--- src/rtl/video_timing_pkg.sv ---
// Shared constants and types for the 1280x720@60 CVT-RBv2 raster generator.
// Line and frame totals are always derived from the four span components.
package video_timing_pkg;

   typedef logic [10:0] x_t;
   typedef logic [9:0]  y_t;

   typedef enum logic [1:0] {
      ST_IDLE  = 2'd0,
      ST_RUN   = 2'd1,
      ST_DRAIN = 2'd2
   } state_e;

   // One pixel's worth of de-aligned raster signals carried through the delay pipe.
   typedef struct packed {
      logic de;
      x_t   x;
      y_t   y;
      logic hsync;
      logic vsync;
      logic frame_start;
      logic line_start;
   } pix_s;

   localparam int   CVT_H_ACTIVE  = 1280;
   localparam int   CVT_H_FP      = 8;
   localparam int   CVT_H_SYNC    = 32;
   localparam int   CVT_H_BP      = 40;
   localparam int   CVT_V_ACTIVE  = 720;
   localparam int   CVT_V_FP      = 1;
   localparam int   CVT_V_SYNC    = 8;
   localparam int   CVT_V_BP      = 12;
   localparam logic CVT_HS_POL    = 1'b1;
   localparam logic CVT_VS_POL    = 1'b0;
   localparam int   CVT_FETCH_LAT = 2;

   function automatic int span_total(input int active, input int fp, input int sync, input int bp);
      return active + fp + sync + bp;
   endfunction

endpackage

--- src/rtl/video_delay_pipe.sv ---
// N-stage register shift with synchronous clear to a configurable idle value;
// aligns the de-side raster signals FETCH_LAT cycles behind the request stage.
module video_delay_pipe #(
   parameter int            N       = 2,
   parameter int            W       = 1,
   parameter logic [W-1:0]  CLR_VAL = '0
) (
   input  logic          clk,
   input  logic          clr,
   input  logic [W-1:0]  din,
   output logic [W-1:0]  dout
);

   logic [W-1:0] stage_q [N];
   logic [W-1:0] stage_d [N];

   always_comb begin
      stage_d[0] = din;
      for (int i = 1; i < N; i++) begin
         stage_d[i] = stage_q[i-1];
      end
   end

   always_ff @(posedge clk) begin
      if (clr) begin
         for (int i = 0; i < N; i++) begin
            stage_q[i] <= CLR_VAL;
         end
      end else begin
         stage_q <= stage_d;
      end
   end

   assign dout = stage_q[N-1];

endmodule

--- src/rtl/video_timing_gen.sv ---
// Raster timing generator: frame-gated counters, a registered prefetch stage,
// and a FETCH_LAT-deep delay pipe producing de-aligned display timing.
module video_timing_gen
   import video_timing_pkg::*;
#(
   parameter int   H_ACTIVE  = CVT_H_ACTIVE,
   parameter int   H_FP      = CVT_H_FP,
   parameter int   H_SYNC    = CVT_H_SYNC,
   parameter int   H_BP      = CVT_H_BP,
   parameter int   V_ACTIVE  = CVT_V_ACTIVE,
   parameter int   V_FP      = CVT_V_FP,
   parameter int   V_SYNC    = CVT_V_SYNC,
   parameter int   V_BP      = CVT_V_BP,
   parameter logic HS_POL    = CVT_HS_POL,
   parameter logic VS_POL    = CVT_VS_POL,
   parameter int   FETCH_LAT = CVT_FETCH_LAT
) (
   input  logic        clk_pix,
   input  logic        srst,
   input  logic        en,
   output logic        req_valid,
   output logic [10:0] req_x,
   output logic [9:0]  req_y,
   output logic        de,
   output logic [10:0] x,
   output logic [9:0]  y,
   output logic        hsync,
   output logic        vsync,
   output logic        frame_start,
   output logic        line_start
);

   localparam int H_TOTAL = span_total(H_ACTIVE, H_FP, H_SYNC, H_BP);
   localparam int V_TOTAL = span_total(V_ACTIVE, V_FP, V_SYNC, V_BP);

   localparam pix_s IDLE_PIX = '{de: 1'b0, x: 11'd0, y: 10'd0, hsync: ~HS_POL,
                                 vsync: ~VS_POL, frame_start: 1'b0, line_start: 1'b0};

   state_e     state_q, state_d;
   x_t         hcnt_q, hcnt_d;
   y_t         vcnt_q, vcnt_d;
   logic [3:0] drain_q, drain_d;
   pix_s       s0_q, s0_d;
   pix_s       pipe_out;
   logic       run_s, act_s, line_end_s, frame_end_s, hs_win_s, vs_win_s;

   assign run_s       = (state_q == ST_RUN);
   assign line_end_s  = (hcnt_q == x_t'(H_TOTAL - 1));
   assign frame_end_s = line_end_s && (vcnt_q == y_t'(V_TOTAL - 1));
   assign act_s       = run_s && (hcnt_q < x_t'(H_ACTIVE)) && (vcnt_q < y_t'(V_ACTIVE));
   assign hs_win_s    = (hcnt_q >= x_t'(H_ACTIVE + H_FP)) && (hcnt_q < x_t'(H_ACTIVE + H_FP + H_SYNC));
   assign vs_win_s    = (vcnt_q >= y_t'(V_ACTIVE + V_FP)) && (vcnt_q < y_t'(V_ACTIVE + V_FP + V_SYNC));

   // en only matters in IDLE and on the last cycle of a frame, so frames are never cut short.
   always_comb begin
      state_d = state_q;
      hcnt_d  = hcnt_q;
      vcnt_d  = vcnt_q;
      drain_d = drain_q;
      case (state_q)
         ST_IDLE: begin
            hcnt_d  = 11'd0;
            vcnt_d  = 10'd0;
            drain_d = 4'd0;
            state_d = en ? ST_RUN : ST_IDLE;
         end
         ST_RUN: begin
            if (line_end_s) begin
               hcnt_d = 11'd0;
               vcnt_d = frame_end_s ? 10'd0 : vcnt_q + 10'd1;
            end else begin
               hcnt_d = hcnt_q + 11'd1;
            end
            state_d = (frame_end_s && !en) ? ST_DRAIN : ST_RUN;
         end
         ST_DRAIN: begin
            hcnt_d = 11'd0;
            vcnt_d = 10'd0;
            if (drain_q == 4'(FETCH_LAT - 1)) begin
               state_d = ST_IDLE;
               drain_d = 4'd0;
            end else begin
               state_d = ST_DRAIN;
               drain_d = drain_q + 4'd1;
            end
         end
         default: begin
            state_d = ST_IDLE;
            hcnt_d  = 11'd0;
            vcnt_d  = 10'd0;
            drain_d = 4'd0;
         end
      endcase
   end

   // Stage 0: request coordinates plus the raster flags that travel down the pipe.
   always_comb begin
      s0_d             = IDLE_PIX;
      s0_d.de          = act_s;
      s0_d.x           = act_s ? hcnt_q : 11'd0;
      s0_d.y           = act_s ? vcnt_q : 10'd0;
      s0_d.hsync       = (run_s && hs_win_s) ? HS_POL : ~HS_POL;
      s0_d.vsync       = (run_s && vs_win_s) ? VS_POL : ~VS_POL;
      s0_d.frame_start = act_s && (hcnt_q == 11'd0) && (vcnt_q == 10'd0);
      s0_d.line_start  = act_s && (hcnt_q == 11'd0);
   end

   // FSM, counters and the request stage.
   always_ff @(posedge clk_pix) begin
      if (srst) begin
         state_q <= ST_IDLE;
         hcnt_q  <= 11'd0;
         vcnt_q  <= 10'd0;
         drain_q <= 4'd0;
         s0_q    <= IDLE_PIX;
      end else begin
         state_q <= state_d;
         hcnt_q  <= hcnt_d;
         vcnt_q  <= vcnt_d;
         drain_q <= drain_d;
         s0_q    <= s0_d;
      end
   end

   video_delay_pipe #(
      .N       (FETCH_LAT),
      .W       ($bits(pix_s)),
      .CLR_VAL (IDLE_PIX)
   ) u_pipe (
      .clk  (clk_pix),
      .clr  (srst),
      .din  (s0_q),
      .dout (pipe_out)
   );

   assign req_valid   = s0_q.de;
   assign req_x       = s0_q.x;
   assign req_y       = s0_q.y;
   assign de          = pipe_out.de;
   assign x           = pipe_out.x;
   assign y           = pipe_out.y;
   assign hsync       = pipe_out.hsync;
   assign vsync       = pipe_out.vsync;
   assign frame_start = pipe_out.frame_start;
   assign line_start  = pipe_out.line_start;

endmodule

--- config.mk ---
export PLATFORM = sky130hd
export DESIGN_NAME = video_timing_gen
export DESIGN_NICKNAME = d
export VERILOG_FILES = /design/src/rtl/video_timing_pkg.sv /design/src/rtl/video_delay_pipe.sv /design/src/rtl/video_timing_gen.sv
export SDC_FILE = /design/constraint.sdc
export NUM_CORES = 1
export LEC_CHECK = 0
export BUFFER_PORTS_ARGS = -buffer_cell sky130_fd_sc_hd__buf_2
export CORE_MARGIN = 2
export CORE_UTILIZATION = 47
export CTS_CLUSTER_SIZE = 25
export DETAILED_ROUTE_END_ITERATION = 12
export HOLD_SLACK_MARGIN = 0.08
export PLACE_DENSITY = 0.67
export SYNTH_ARGS = -nofsm -noshare
export SYNTH_HDL_FRONTEND = slang
export SYNTH_SLANG_ARGS = --single-unit
--- constraint.sdc ---
create_clock -name clk_pix -period 2.3 [get_ports clk_pix]
set_input_delay 0.23 -clock clk_pix [delete_from_list [all_inputs] [get_ports clk_pix]]
set_output_delay 0.23 -clock clk_pix [all_outputs]
set_load 0.02 [all_outputs]
Yosys cells after proc, flatten, opt, wreduce, memory -nomap -nowiden
Index checks and enable logic that the tools add are counted.
{"block": "word_totals", "reg_bits": 105, "latch_bits": 0, "ramBits": 0, "mem_bits_ro": 0, "input_bits": 3, "out_inout_bits": 48, "word_cells": 55, "memories": 0}
{"block": "classes", "addsub": 3, "mul": 0, "div": 0, "n_lt_le_gt_ge": 6, "eq_ne": 5, "shift": 0, "n_mux": 9, "n_bitwise": 2, "reduce_logical": 17}
{"cell": "less-than comparator 11 bit (second input constant)", "n": 2}
{"cell": "less-than comparator 10 bit (second input constant)", "n": 2}
{"cell": "adder 11 x 1 -> 11 bit (second input constant)", "n": 1}
{"cell": "== test 11 bit (second input constant)", "n": 1}
{"cell": "greater-or-equal comparator 11 bit (second input constant)", "n": 1}
{"cell": "logical NOT 11 bit", "n": 1}
{"cell": "adder 10 x 1 -> 10 bit (second input constant)", "n": 1}
{"cell": "== test 10 bit (second input constant)", "n": 1}
{"cell": "greater-or-equal comparator 10 bit (second input constant)", "n": 1}
{"cell": "logical AND 1 bit", "n": 10}
{"cell": "logical NOT 10 bit", "n": 1}
{"cell": "two-way mux 10 bit", "n": 1}
{"cell": "case mux 4 bit (2 select lines)", "n": 1}
{"cell": "case mux 2 bit (3 select lines)", "n": 1}
{"cell": "adder 4 x 1 -> 4 bit (second input constant)", "n": 1}
{"cell": "== test 4 x 1 -> 1 bit (second input constant)", "n": 1}
{"cell": "two-way mux 2 bit", "n": 2}
{"cell": "two-way mux 4 bit", "n": 1}
{"cell": "OR reduction 2 bit", "n": 2}
{"cell": "two-way mux 1 bit", "n": 3}
{"cell": "OR reduction 3 bit", "n": 1}
{"cell": "== test 2 x 1 -> 1 bit (second input constant)", "n": 1}
{"cell": "== test 2 bit (second input constant)", "n": 1}
{"cell": "logical NOT 2 bit", "n": 1}
{"cell": "2 further kinds", "n": 3}

Logic depth before layout (Yosys ltp)
Gate-level depths: netlist (run 1).
{"block": "depth", "word_depth": 5, "mapped_depth": 7, "ltp_nobuf": 6}

By module
A second synthesis (run 1) with hierarchy kept.
{"block": "hier_totals", "cells_unflattened": 350, "hier_area_um2": 3619.7}
{"module": "video_timing_gen", "n_inst": 1, "cells_per_inst": 241, "area_each_um2": 2225.9, "seq_area_each_um2": 1061.0}
{"module": "video_delay_pipe", "n_inst": 1, "cells_per_inst": 109, "area_each_um2": 1393.8, "seq_area_each_um2": 1041.0}

Worst setup path after synthesis (run 1)
OpenSTA, ideal clock, no wires.
{"block": "synth_path", "path_type": "reg-to-reg", "from": "register vcnt_q[0]", "to": "register state_q[1]", "setup_ns": 0.070, "t_arrival_ns": 1.686, "t_required_ns": 2.230, "path_slack_ns": 0.544, "stages_incl_launch_ff": 7, "n_path_buf": 0, "period_less_slack_ns": 1.756, "cell_sequence": "dfxtp_1 -> inv_1 -> ha_1 -> nand2b_1 -> or4_1 -> or4_1 -> a21oi_1"}
{"block": "synth_via", "elab_chain_len": 5}
{"item": "start: declaration", "line_no": "video_timing_gen.sv:41", "text": "y_t vcnt_q, vcnt_d;"}
{"item": "start signal: assignment", "line_no": "video_timing_gen.sv:119", "text": "vcnt_q <= vcnt_d;"}
{"item": "== test 10 bit", "line_no": "video_timing_gen.sv:49", "text": "assign frame_end_s = line_end_s && (vcnt_q == y_t'(V_TOTAL - 1));"}
{"item": "logical AND 1 bit", "line_no": "video_timing_gen.sv:49"}
{"item": "logical AND 1 bit", "line_no": "video_timing_gen.sv:74", "text": "state_d = (frame_end_s && !en) ? ST_DRAIN : ST_RUN;"}
{"item": "two-way mux 2 bit", "line_no": "video_timing_gen.sv:74"}
{"item": "case mux 2 bit (3 select lines)", "line_no": "video_timing_gen.sv:60", "text": "case (state_q)"}
{"item": "end signal: assignment", "line_no": "video_timing_gen.sv:117", "text": "state_q <= state_d;"}
{"item": "end: declaration", "line_no": "video_timing_gen.sv:39", "text": "state_e state_q, state_d;"}
Every way passes these cells.
A chain may end at the register's enable or synchronous reset.

Final worst setup path (run 1)
Ends and elaborated chain as after synthesis.

==> results.txt, run 1 <==
- Status: finished, final reports clean
- Initial standard-cell utilization of the core: 47.7%
* Combinational Power Share: 2.0%
- Final count of hold timing violations: 0
* Cell Int Power: 2510 uW
* Count of routing violations after the opening detailed-route iteration: 54
- No sink is reached through more buffers than the 2 on the longest clock path.
- In this run the power spent charging and discharging nets is 672 uW.
* Final-layout setup total negative slack: 0 ns
- The count of final max-slew check failures was 0.
- Maximum clock skew at final layout: 0.00759 ns
- The H-tree was split into 3 levels.
- For this run, the number of Yosys warnings is 0.
- Setup violations remaining at the end of the flow were counted as 0.
- Die Height: 91.9 um
- For this run, the total global-route usage over all layers was measured as 14.3%.
* Maximum number of pins on one net before global-route repair: 60
- Input and output buffers added on the ports amount to 50.
* Number of vias per cell after detailed routing: 4.57
* Post-CTS Hold Fix Bufs: 0
- The share of the Yosys chip area taken by registers is 57.9%.
- The number of different library cells used by synthesis comes to 37.
* Placeable core region: 0.00761 sq mm
* Number of nets with antenna violations after routing: 0
- The slowest stage of the critical path is the or4_1 cell.
- The initial antenna violation count is 0.
* Stage delay of the slowest cell on the critical path: 0.48 ns
* Area of the die: 0.00845 sq mm
- Setup repair after global routing missed its margin: false
- HP Class: primary input to flip-flop
- Length of the first detailed-routing pass in iterations: 4
* I/O pin cnt: 51
- Static timing analysis puts the maximum clock frequency at 533 MHz.
- Detailed placement finished with a half-perimeter wire length of 3910 um.
- The share of total power dissipated in sequential elements is 57.7%.
- In this run the tightest slew margin relative to its limit is 64.9%.
- Detailed-route wire length per cell: 11.5 um
- Largest fanout on the critical path: 5
* Worst path buffer plus inverter count: 1
- The clock reaches the later pin of the worst-skew pair after 0.36 ns.
- Data arrives at the worst endpoint at 2.17 ns.
* Aggregate routed wire length: 5610 um
- Among the stages of the critical path, the cell type that occurs most often is or4_1.
- Number of global-route vias before repair: 2047
* Worst IR Drop VDD: 0.295 mV
* Synthesized flop and latch total: 105
- Crit Path Category: flip-flop to flip-flop
* Number of enable flip-flop cells after synthesis: 0
* Crit start category: flip-flop
- The smallest clock period supported by the final layout is computed as 1.88 ns.
* Worst Slack Setup Final: 0.423 ns
- Compared with the post-synthesis result, the final layout area differs by 11.9%.
* Dominant cell type by area after synthesis: dfxtp_1
- Post-route DRC: 0
* Clock tree from TritonCTS: done
- P per Cell Area: 783 mW/mm^2
- Ys async rst share: 0%
- Walking the worst path, the cells encountered are inv_1, ha_1, nand2b_1, or4_1, or4_1, a21oi_1.
* CP endpoint kind: flip-flop
- Max-capacitance violation count: 0
* Net count of the mapped netlist: 360
- Among all flip-flop cells after synthesis, the most frequent one is dfxtp_1.
* Sinks on Clock Net: 105
- In the finished design, the share of the clock period the worst path needs comes to 81.6%.
* RD Place Congestion: 0.805
- In this design, the largest share of critical-path delay is due to simple AND/OR/NAND/NOR gates.
- The clock network is responsible for 40.3% of the overall power.
- The routed layout has 2225 vias.
- At the pin with the least slew margin, the transition time is 0.526 ns.
* Width of the chip: 91.9 um
* Inserted Clock Buffers: 9
* Share of layout cells above drive strength 1: 20.3%
* Number of rows in the core area: 32
* Count of buffers added by post-CTS timing repair for setup: 0
- Summed over all cells, the static leakage comes to 0.00167 uW.
* Total Nets Final: 390
- Post-CTS repair changed the size of 0 cells.
- Synthesis handed over a netlist of 350 instances.
- Required time at the worst-slack endpoint: 2.59 ns
* Cell area after technology mapping: 0.00363 sq mm
* Proportion of netlist area held by the largest area contributor: 57.9%
- A synthesized cell averages 10.4 sq um.
- Net switching fraction of the power: 21.1%
- Antenna cells: 0
- The first global-routing pass estimated 9650 um of wire.
* Cell types with the largest area share after synthesis: dfxtp_1 58%, nor2b_1 8.8%, buf_4 4.3%, and2_1 3.6%, ha_1 2.4%
- Gr ovfl total: 0
* Pre-CTS setup slack: 0.444 ns
- Clk Tree Root Cell: clkbuf_8
- Clock transition at path regs: 0.09 ns
[tightest hold or removal path, stage by stage]
cell,delay (ns)
buf_2,0.11
nand2b_1,0.06
o21ai_0,0.07
[power by group through the flow]
stage / registers, uW / clock network, uW / logic [uW]
finish: 1840 / 1280 / 64.8
detailed placement: 1880 / 0 / 66.5
global placement: 1880 / 0 / 67.2
global route: 1840 / 1390 / 73.9
floorplan: 1880 / 0 / 41.8
CTS: 1840 / 1320 / 66.8
[layout by cell type (no fill, tap or decap), types with 3 or more instances in the layout]
cell type / instances
buf_4: 5
or4_1: 8
nor2b_1: 51
o31ai_1: 6
nand3_1: 7
dfxtp_1: 105
nand2_1: 11
xnor2_1: 8
nand4_1: 5
ha_1: 7
buf_2: 50
and2_1: 21
nor2_1: 22
a21oi_1: 11
xor2_1: 4
inv_1: 8
o21ai_0: 6
clkbuf_8: 10
nand2b_1: 6
or2_2: 3
nor3_1: 3
and4bb_2: 3
[cell families (layout without fill, tap and decap cells)]
family	Yosys count	in the layout	share of synthesized area (%)
simple gates	153	153	25.0
flops	105	105	57.9
buf+inv	44	79	6.86
compound gates	28	28	4.72
xor+xnor	12	12	2.89
fa+ha+maj	7	7	2.41
mux	1	1	0.276
[path summary, 6_finish.rpt]
check            start                end  slack, ns  cells after the start
min reg2reg    s0_q[2]  u_pipe.stage_d[2]       0.42                      1
min                 en         state_q[0]       0.15                      3
max          vcnt_q[0]         state_q[1]       0.42                      6
max reg2reg  vcnt_q[0]         state_q[1]       0.42                      6
[per-layer routing]
metal	global-route usage (%)	part of all wire, %	vias up
met1	19.0	48	989
met2	22.4	46	41
met5	0	0	-
met4	7.46	1.7	0
li1	-	-	1187
met3	2.55	3.5	8
[state kept, by name (all words and copies together), names as in the netlist]
signal,count
drain_q,4
hcnt_q,11
s0_q,4
req_valid,1
vcnt_q,10
u_pipe.dout,26
state_q,2
req_x,11
u_pipe.stage_d,26
req_y,10
[layout make-up]
| cell class | count | area (sq um) |
|---|---|---|
| sequential | 105 | 2100 |
| fill | 705 | 3540 |
| tap | 102 | 128 |
| inverter | 8 | 30.0 |
| multi-input combinational | 201 | 1280 |
| clock inverter | 6 | 98.8 |
| clock buffer | 10 | 138 |
| timing repair buffer | 55 | 288 |
[through the flow]
step | std cells | total power [uW] | instance area (sq um) | util, % | hold WS (ns)
floorplan | 350 | 1920 | 3630 | - | 0.382
global placement | 471 | 1940 | 3830 | 50.3 | 0.392
detailed placement | 471 | 1940 | 3830 | 50.3 | 0.394
CTS | 487 | 3220 | 4070 | 53.4 | 0.140
global route | 487 | 3300 | 4070 | 53.4 | 0.179
finish | 487 | 3180 | 4070 | 53.4 | 0.151
[Yosys cell counts, types with 2 or more instances]
cell type / number
a21oi_1: 11
and2_1: 21
and3_1: 2
and4_1: 2
and4bb_2: 3
buf_2: 4
buf_4: 21
clkbuf_1: 11
dfxtp_1: 105
ha_1: 7
inv_1: 8
nand2_1: 11
nand2b_1: 6
nand3_1: 7
nand4_1: 5
nor2_1: 22
nor2b_1: 51
nor3_1: 3
nor4b_1: 2
o21ai_0: 6
o31ai_1: 6
or2_2: 3
or3_1: 2
or4_1: 8
xnor2_1: 8
xor2_1: 4
No activity file was read; power rests on OpenSTA's default activity.
==> run 2, diff against run 1 <==
--- a/config.mk
+++ b/config.mk
@@ -11,7 +11,7 @@
 export CTS_CLUSTER_SIZE = 25
 export DETAILED_ROUTE_END_ITERATION = 12
 export HOLD_SLACK_MARGIN = 0.08
-export PLACE_DENSITY = 0.67
+export PLACE_DENSITY = 0.7
 export SYNTH_ARGS = -nofsm -noshare
 export SYNTH_HDL_FRONTEND = slang
 export SYNTH_SLANG_ARGS = --single-unit
==> constraint.sdc (replaced) <==
create_clock -name clk_pix -period 1.61 [get_ports clk_pix]
set_input_delay 0.161 -clock clk_pix [delete_from_list [all_inputs] [get_ports clk_pix]]
set_output_delay 0.161 -clock clk_pix [all_outputs]
set_load 0.02 [all_outputs]
==> run 2 against run 1 <==
Net effect: the flow now finishes with violations (negative setup slack); power up 32%; worst hold slack gained 0.073 ns; flip-flop and latch count stayed put; clock power grew 15%; first-iteration DRC count is 59% higher; clock skew grew 0.00071 ns; global-route usage up 0.36 points; non-clock buffer count increased by 32; largest cell class unchanged; largest power group unchanged.
==> results.txt, run 2 (synthesis gave the netlist of run 1 again) <==
- The register area was 0.00211 sq mm (was 0.00210 sq mm).
- The core area came to 0.00761 sq mm (unchanged).
- Aggregate routed wire length: 6290 um (was 5610 um)
* Cell Area, Placed: 0.00406 sq mm (was 0.00383 sq mm)
- The number of buffers created by CTS came to 9 (unchanged).
- The critical path arrival came to 1.95 ns (was 2.17 ns).
- The class of the tightest hold or removal check is primary input to flip-flop (unchanged).
- Most Crowded Layer GR: met2 (unchanged)
- The total global routing overflow is 0 (unchanged).
* Highest Clock Rate: 607 MHz (was 533 MHz)
- The number of core rows was 32 (unchanged).
- Detailed-route wire length per cell: 12.1 um (was 11.5 um)
- Share of layout cells above drive strength 1: 31.0% (was 20.3%)
* Worst path buffer plus inverter count: 1 (unchanged)
- The y dimension of the die is 91.9 um (unchanged).
- Largest fanout on the critical path: 3 (was 5)
- Number of global-route vias before repair: 2147 (was 2047)
- Worst IR Drop VDD: 0.339 mV (was 0.295 mV)
* Met2 global-route usage: 23.1% (was 22.4%)
- Final non-filler cell total: 518 (was 487)
- The maximum clock path buffer count is 2 (unchanged).
- The total instance count after detailed placement is 499 (was 471).
- The I/O pin total was 51 (unchanged).
- The critical path's slowest cell is or4_4 (was or4_1).
- The final reports fail on negative setup slack.
- Via Count: 2413 (was 2225)
- The number of sinks handled by clock tree synthesis was 105 (unchanged).
- Number of fill cells in the layout: 684 (was 705)
- The worst max-slew margin expressed relative to the limit is 79.3% (was 64.9%).
* Clk Tree Root Cell: clkbuf_8 (unchanged)
* Grt met3 use: 2.63% (was 2.55%)
- The overall track demand over capacity in global routing came to 14.7% (was 14.3%).
* Total Nets Final: 422 (was 390)
- The quantity of I/O buffers inserted on ports is 50 (unchanged).
- Met1 demand-to-capacity share in global routing: 19.0% (about the same)
- The capturing element type of the critical path is a flip-flop (unchanged).
- The effective utilization at floorplan was 47.7% (unchanged).
* Required time at the worst-slack endpoint: 1.91 ns (was 2.59 ns)
- Max-capacitance violation count: 0 (unchanged)
- The depth of the most critical reg-to-reg path came to 6 (unchanged).
- Clock latency reported for the late side of the worst-skew pair: 0.36 ns (about the same)
* Area of the die: 0.00845 sq mm (unchanged)
- The number of remaining DRC errors is 0 (unchanged).
- The cell count of the worst hold path is 4 (was 3).
- The first-pass GRT wire length came to 9870 um (was 9650 um).
- Number of antenna violations at the first check in global routing: 0 (unchanged)
- The most frequent standard cell in the layout excluding fill and tap cells is dfxtp_1 (unchanged).
* Setup repair after global routing missed its margin: true (was false)
- The post-route fraction of the period consumed by the critical path is 102% (was 81.6%).
* Antenna cells: 0 (unchanged)
* Maximum number of pins on one net before global-route repair: 34 (was 60)
* H-Tree Level Count: 3 (unchanged)
- Final count of hold timing violations: 0 (unchanged)
* Crit path time final: 1.65 ns (was 1.88 ns)
- Count of routing violations after the opening detailed-route iteration: 86 (was 54)
* Clock tree from TritonCTS: done (unchanged)
* RD Place Congestion: 0.817 (was 0.805)
- Footprint of the multi-input gates: 0.00136 sq mm (was 0.00128 sq mm)
- Length of the first detailed-routing pass in iterations: 5 (was 4)
- Count of cell instances traversed by the critical path: 6 (unchanged)
* P per Cell Area: 963 mW/mm^2 (was 783 mW/mm^2)
- The largest stage delay on the critical path is 0.42 ns (was 0.48 ns).
- Crit start category: flip-flop (unchanged)
- The slew at the pin with the worst max-slew slack is 0.309 ns (was 0.526 ns).
- P_leak: 0.00183 uW (was 0.00167 uW)
* Crit Path Category: flip-flop to flip-flop (unchanged)
- Commonest cells after routing, fill and taps aside: 100 x dfxtp_1, 51 x nor2b_1, 50 x buf_2 (was 105 x dfxtp_1, 51 x nor2b_1, 50 x buf_2).
* Family of cells with the greatest summed delay on the critical path: simple AND/OR/NAND/NOR gates (unchanged)
- HPWL reported at the end of detailed placement: 4250 um (was 3910 um)
- The area growth from synthesis to final layout is 20.0% (was 11.9%).
- The clock transition at the register clock pins on the worst setup and hold paths after CTS came to 0.10 ns (was 0.09 ns).
- The sum of negative setup slack came to -0.0554 ns (was 0 ns).
- Number of vias per cell after detailed routing: 4.66 (was 4.57)
- Status: finished, violations left (was finished, final reports clean)
* Pre-CTS setup slack: -0.0960 ns (was 0.444 ns)
- The total setup violations reported at the end of the flow was 2 (was 0).
- Critical path cell sequence: inv_2, ha_4, nand2b_4, or4_4, or4_1, a21oi_1 (was inv_1, ha_1, nand2b_1, or4_1, or4_1, a21oi_1)
* Width of the chip: 91.9 um (unchanged)
- The final worst hold slack was 0.224 ns (was 0.151 ns).
* Number of nets with antenna violations after routing: 0 (unchanged)
- The count of final max-slew check failures is 0 (unchanged).
- Post-route cell area: 0.00436 sq mm (was 0.00407 sq mm)
- Worst Slack Setup Final: -0.0378 ns (was 0.423 ns)
* Maximum clock skew at final layout: 0.00830 ns (was 0.00759 ns)
run 2: cell types whose count changed in the layout (fill, tap and decap cells not counted), moves of 4 or more:
cell and delta:
or4_4 +4, buf_4 +29, dfxtp_1 -5, dfxtp_2 +5, or4_1 -4
run 2: layout make-up:
class                      count  share of cell area, %
multi-input combinational    201                   31.1
timing repair buffer          87                   12.9
clock inverter                 6                   1.23
tap                          102                   2.93
inverter                       8                  0.689
sequential                   105                   48.4
clock buffer                   9                   2.84
run 2: metal layers:
layer  wire, um  up-vias
met5          0        -
met4        143        0
met3        237       14
met2       3000       46
met1       2900     1104
li1           -     1249
run 2: report_power, final:
group          internal (uW)  switching, uW  total (uW)
combinational           38.3           67.7         106
sequential              2610           6.60        2620
clock                    577            894        1470
total                   3230            968        4200
run 2: through the flow:
step / total power, uW / util, %
5_1_grt: 4360 / 57.3
6_report: 4200 / 57.3
4_1_cts: 4220 / 55.9
3_5_place_dp: 2780 / 53.4
3_3_place_gp: 2780 / 53.4
2_1_floorplan: 2750 / -
run 2: timing repair:
| item | CTS | global route |
|---|---|---|
| setup endpoints to repair | 12 | 13 |
| hold buffers | 1 | 0 |
| pin swaps | 1 | 13 |
| cloned | 0 | 1 |
| setup buffers | 0 | 2 |
| endpoints found under the hold margin | 1 | 0 |
| gates resized for setup | 1 | 18 |
run 2: worst register-to-register path, cell delays in order (launching register included):
cell and delay [ns]:
dfxtp_2 0.34, inv_2 0.08, ha_4 0.16, nand2b_4 0.06
or4_4 0.42, or4_1 0.40, a21oi_1 0.14
run 2: path summary, 6_finish.rpt:
kind | startpoint | end | slack (ns)
max | vcnt_q[0] | state_q[1] | -0.04
min | srst | s0_q[2] | 0.22
max reg2reg | vcnt_q[0] | state_q[1] | -0.04
min reg2reg | u_pipe.stage_d[2] | u_pipe.dout[2] | 0.43
==> run 3, diff against run 2 <==
--- a/config.mk
+++ b/config.mk
@@ -10,6 +10,7 @@
 export CORE_UTILIZATION = 47
 export CTS_CLUSTER_SIZE = 25
 export DETAILED_ROUTE_END_ITERATION = 12
+export GPL_TIMING_DRIVEN = 0
 export HOLD_SLACK_MARGIN = 0.08
 export PLACE_DENSITY = 0.7
 export SYNTH_ARGS = -nofsm -noshare
==> run 3 against run 2 <==
Net effect: clock power is essentially flat; the run still ends with negative setup slack left; combinational power grew 8%; via count grew 2.1%; die area is the same; sequential power is essentially flat; sequential share of layout area shrank 0.61 points; worst setup slack lost 0.086 ns; largest cell class unchanged; flip-flop and latch count is the same; critical endpoint unchanged; cell count grew 2.5%.
==> results.txt, run 3 (synthesis gave the netlist of run 1 again) <==
- The number of filler instances in the final layout came to 663 (was 684).
- Status: finished, violations left (unchanged)
* Final count of hold timing violations: 0 (unchanged)
* Setup repair after global routing missed its margin: true (unchanged)
* Inserted Clock Buffers: 9 (unchanged)
- Placeable core region: 0.00761 sq mm (unchanged)
* Post-route DRC: 0 (unchanged)
- The initial antenna violation count was 0 (unchanged).
- The capturing element type of the critical path is a flip-flop (unchanged).
- Pre-CTS setup slack: -0.416 ns (was -0.0960 ns)
* Crit path time final: 1.73 ns (was 1.65 ns)
* Area of the die: 0.00845 sq mm (unchanged)
* P_leak: 0.00188 uW (was 0.00183 uW)
- The share of post-route cells with drive strength above 1 was 35.2% (was 31.0%).
* Critical path data arrival time: 2.02 ns (was 1.95 ns)
- Stage delay of the slowest cell on the critical path: 0.51 ns (was 0.42 ns)
- The final estimated routing congestion in global placement is 0.869 (was 0.817).
- The highest clock rate came to 577 MHz (was 607 MHz).
- Worst IR Drop VDD: 0.390 mV (was 0.339 mV)
- Number of vias per cell after detailed routing: 4.64 (was 4.66)
- The total global routing overflow came to 0 (unchanged).
- The quantity of I/O buffers inserted on ports was 50 (unchanged).
- Seq. cell area: 0.00214 sq mm (was 0.00211 sq mm)
* Slew at the pin closest to its max-slew limit: 0.417 ns (was 0.309 ns)
* Number of global-route vias before repair: 2148 (was 2147)
- Total Nets Final: 434 (was 422)
* Via Count: 2463 (was 2413)
- The area growth from synthesis to final layout was 23.4% (was 20.0%).
- Sinks on Clock Net: 105 (unchanged)
- The count of buffering cells on the critical path with inverters included was 0 (was 1).
- The floorplan die width is 91.9 um (unchanged).
* HP Class: primary input to flip-flop (unchanged)
- The worst max-slew margin expressed relative to the limit was 72.2% (was 79.3%).
* Maximum clock skew at final layout: 0.00796 ns (was 0.00830 ns)
- Max clock buf depth: 2 (unchanged)
- The overall track demand over capacity in global routing was 14.7% (about the same).
* I/O pin cnt: 51 (unchanged)
- Length of the first detailed-routing pass in iterations: 4 (was 5)
- Max Slew Vio Count: 0 (unchanged)
- Number of nets with antenna violations after routing: 0 (unchanged)
- Clock transition at path regs: 0.10 ns (about the same)
* Setup violations, final: 11 (was 2)
- The type of element launching the critical path is a flip-flop (unchanged).
* Critical path cell sequence: nand4b_1, or4_4, or4_1, a21oi_1 (was inv_2, ha_4, nand2b_4, or4_4, or4_1, a21oi_1)
- The type of the worst setup path is flip-flop to flip-flop (unchanged).
* Clock tree from TritonCTS: done (unchanged)
- Clock latency reported for the late side of the worst-skew pair: 0.35 ns (was 0.36 ns)
- P per Cell Area: 932 mW/mm^2 (was 963 mW/mm^2)
* Wire length of the first global-routing pass: 9890 um (was 9870 um)
- The required time of the critical path came to 1.90 ns (was 1.91 ns).
* Initial standard-cell utilization of the core: 47.7% (unchanged)
- Aggregate routed wire length: 6200 um (was 6290 um)
- Clk Tree Root Cell: clkbuf_8 (unchanged)
* Share of the core filled with cells in the final layout: 58.9% (was 57.3%)
- Worst Slack Setup Final: -0.124 ns (was -0.0378 ns)
- The pin count of the biggest net entering global routing was 19 (was 34).
* Family of cells with the greatest summed delay on the critical path: simple AND/OR/NAND/NOR gates (unchanged)
- Commonest cells after routing, fill and taps aside: 88 x dfxtp_1, 51 x nor2b_1, 51 x buf_2 (was 100 x dfxtp_1, 51 x nor2b_1, 50 x buf_2).
* Antenna cells: 0 (unchanged)
* Number of rows in the core area: 32 (unchanged)
* Failing checks: negative setup slack (unchanged)
- The critical path's slowest cell is or4_4 (unchanged).
* Part of the cycle the worst path needs: 108% (was 102%)
* Most common cell after layout, fill and taps aside: dfxtp_1 (unchanged)
- H-Tree Level Count: 3 (unchanged)
* Largest fanout on the critical path: 2 (was 3)
- The y dimension of the die is 91.9 um (unchanged).
- The max capacitance violation total came to 0 (unchanged).
- The detailed router's first-iteration violation count was 39 (was 86).
* HPWL reported at the end of detailed placement: 4220 um (was 4250 um)
- Footprint of the multi-input gates: 0.00139 sq mm (was 0.00136 sq mm)
- The detailed-route wire length per cell was 11.7 um (was 12.1 um).
## run 3: cell type report
cell class | instances | area share (%)
inverters | 8 | 0.670
repair buffers | 65 | 8.09
clock buffers | 10 | 2.85
clock inverters | 6 | 1.17
multi-input cells | 201 | 31.1
well taps | 102 | 2.85
flip-flops and latches | 105 | 47.8
plain buffers | 34 | 5.53
## run 3: where the power goes
| group | switching, uW | internal, uW | leakage, uW |
|---|---|---|---|
| Sequential | 9.94 | 2600 | 0.000858 |
| Clock | 864 | 587 | 0.0000903 |
| Combinational | 70.1 | 44.3 | 0.000934 |
## run 3: worst paths after layout
| kind | start | end | slack [ns] | depth (start not counted) |
|---|---|---|---|---|
| setup / recovery | vcnt_q[8] | state_q[1] | -0.12 | 4 |
| hold / removal | srst | s0_q[2] | 0.14 | 3 |
| setup reg to reg | vcnt_q[8] | state_q[1] | -0.12 | 4 |
| hold reg to reg | s0_q[2] | u_pipe.stage_d[2] | 0.42 | 1 |
## run 3: metal layers
layer | vias up | routed length [um] | track usage, %
met2 | 44 | 3110 | 24.8
met1 | 1131 | 2790 | 18.3
li1 | 1279 | - | -
met5 | - | 0 | 0
met4 | 0 | 89 | 5.35
met3 | 9 | 208 | 3.70
## run 3: metrics by stage
step	instances	instance area, sq um	power, uW	hold slack, ns	setup TNS [ns]
after floorplan	350	3660	2750	0.313	-0.0925
after global placement	502	4030	2780	0.393	-7.93
after detailed placement	502	4030	2780	0.394	-8.32
after CTS	526	4350	4220	0.146	-0.472
after global routing	531	4480	4360	0.137	-1.27
final	531	4480	4180	0.137	-0.527
## run 3: timing repair
item                                   4_1_cts  5_1_grt
pin swaps                                    5        5
resized for setup                           30       35
hold buffers                                 1        0
cloned                                       1        0
setup buffers                                8        5
endpoints found under the hold margin        1        0
setup endpoints to repair                   44       38
## run 3: worst register-to-register path: cells and delay by family, from the launching register on
| family | cells | cell delay (ns) |
|---|---|---|
| compound gates | 1 | 0.12 |
| flops | 1 | 0.35 |
| simple gates | 3 | 1.20 |
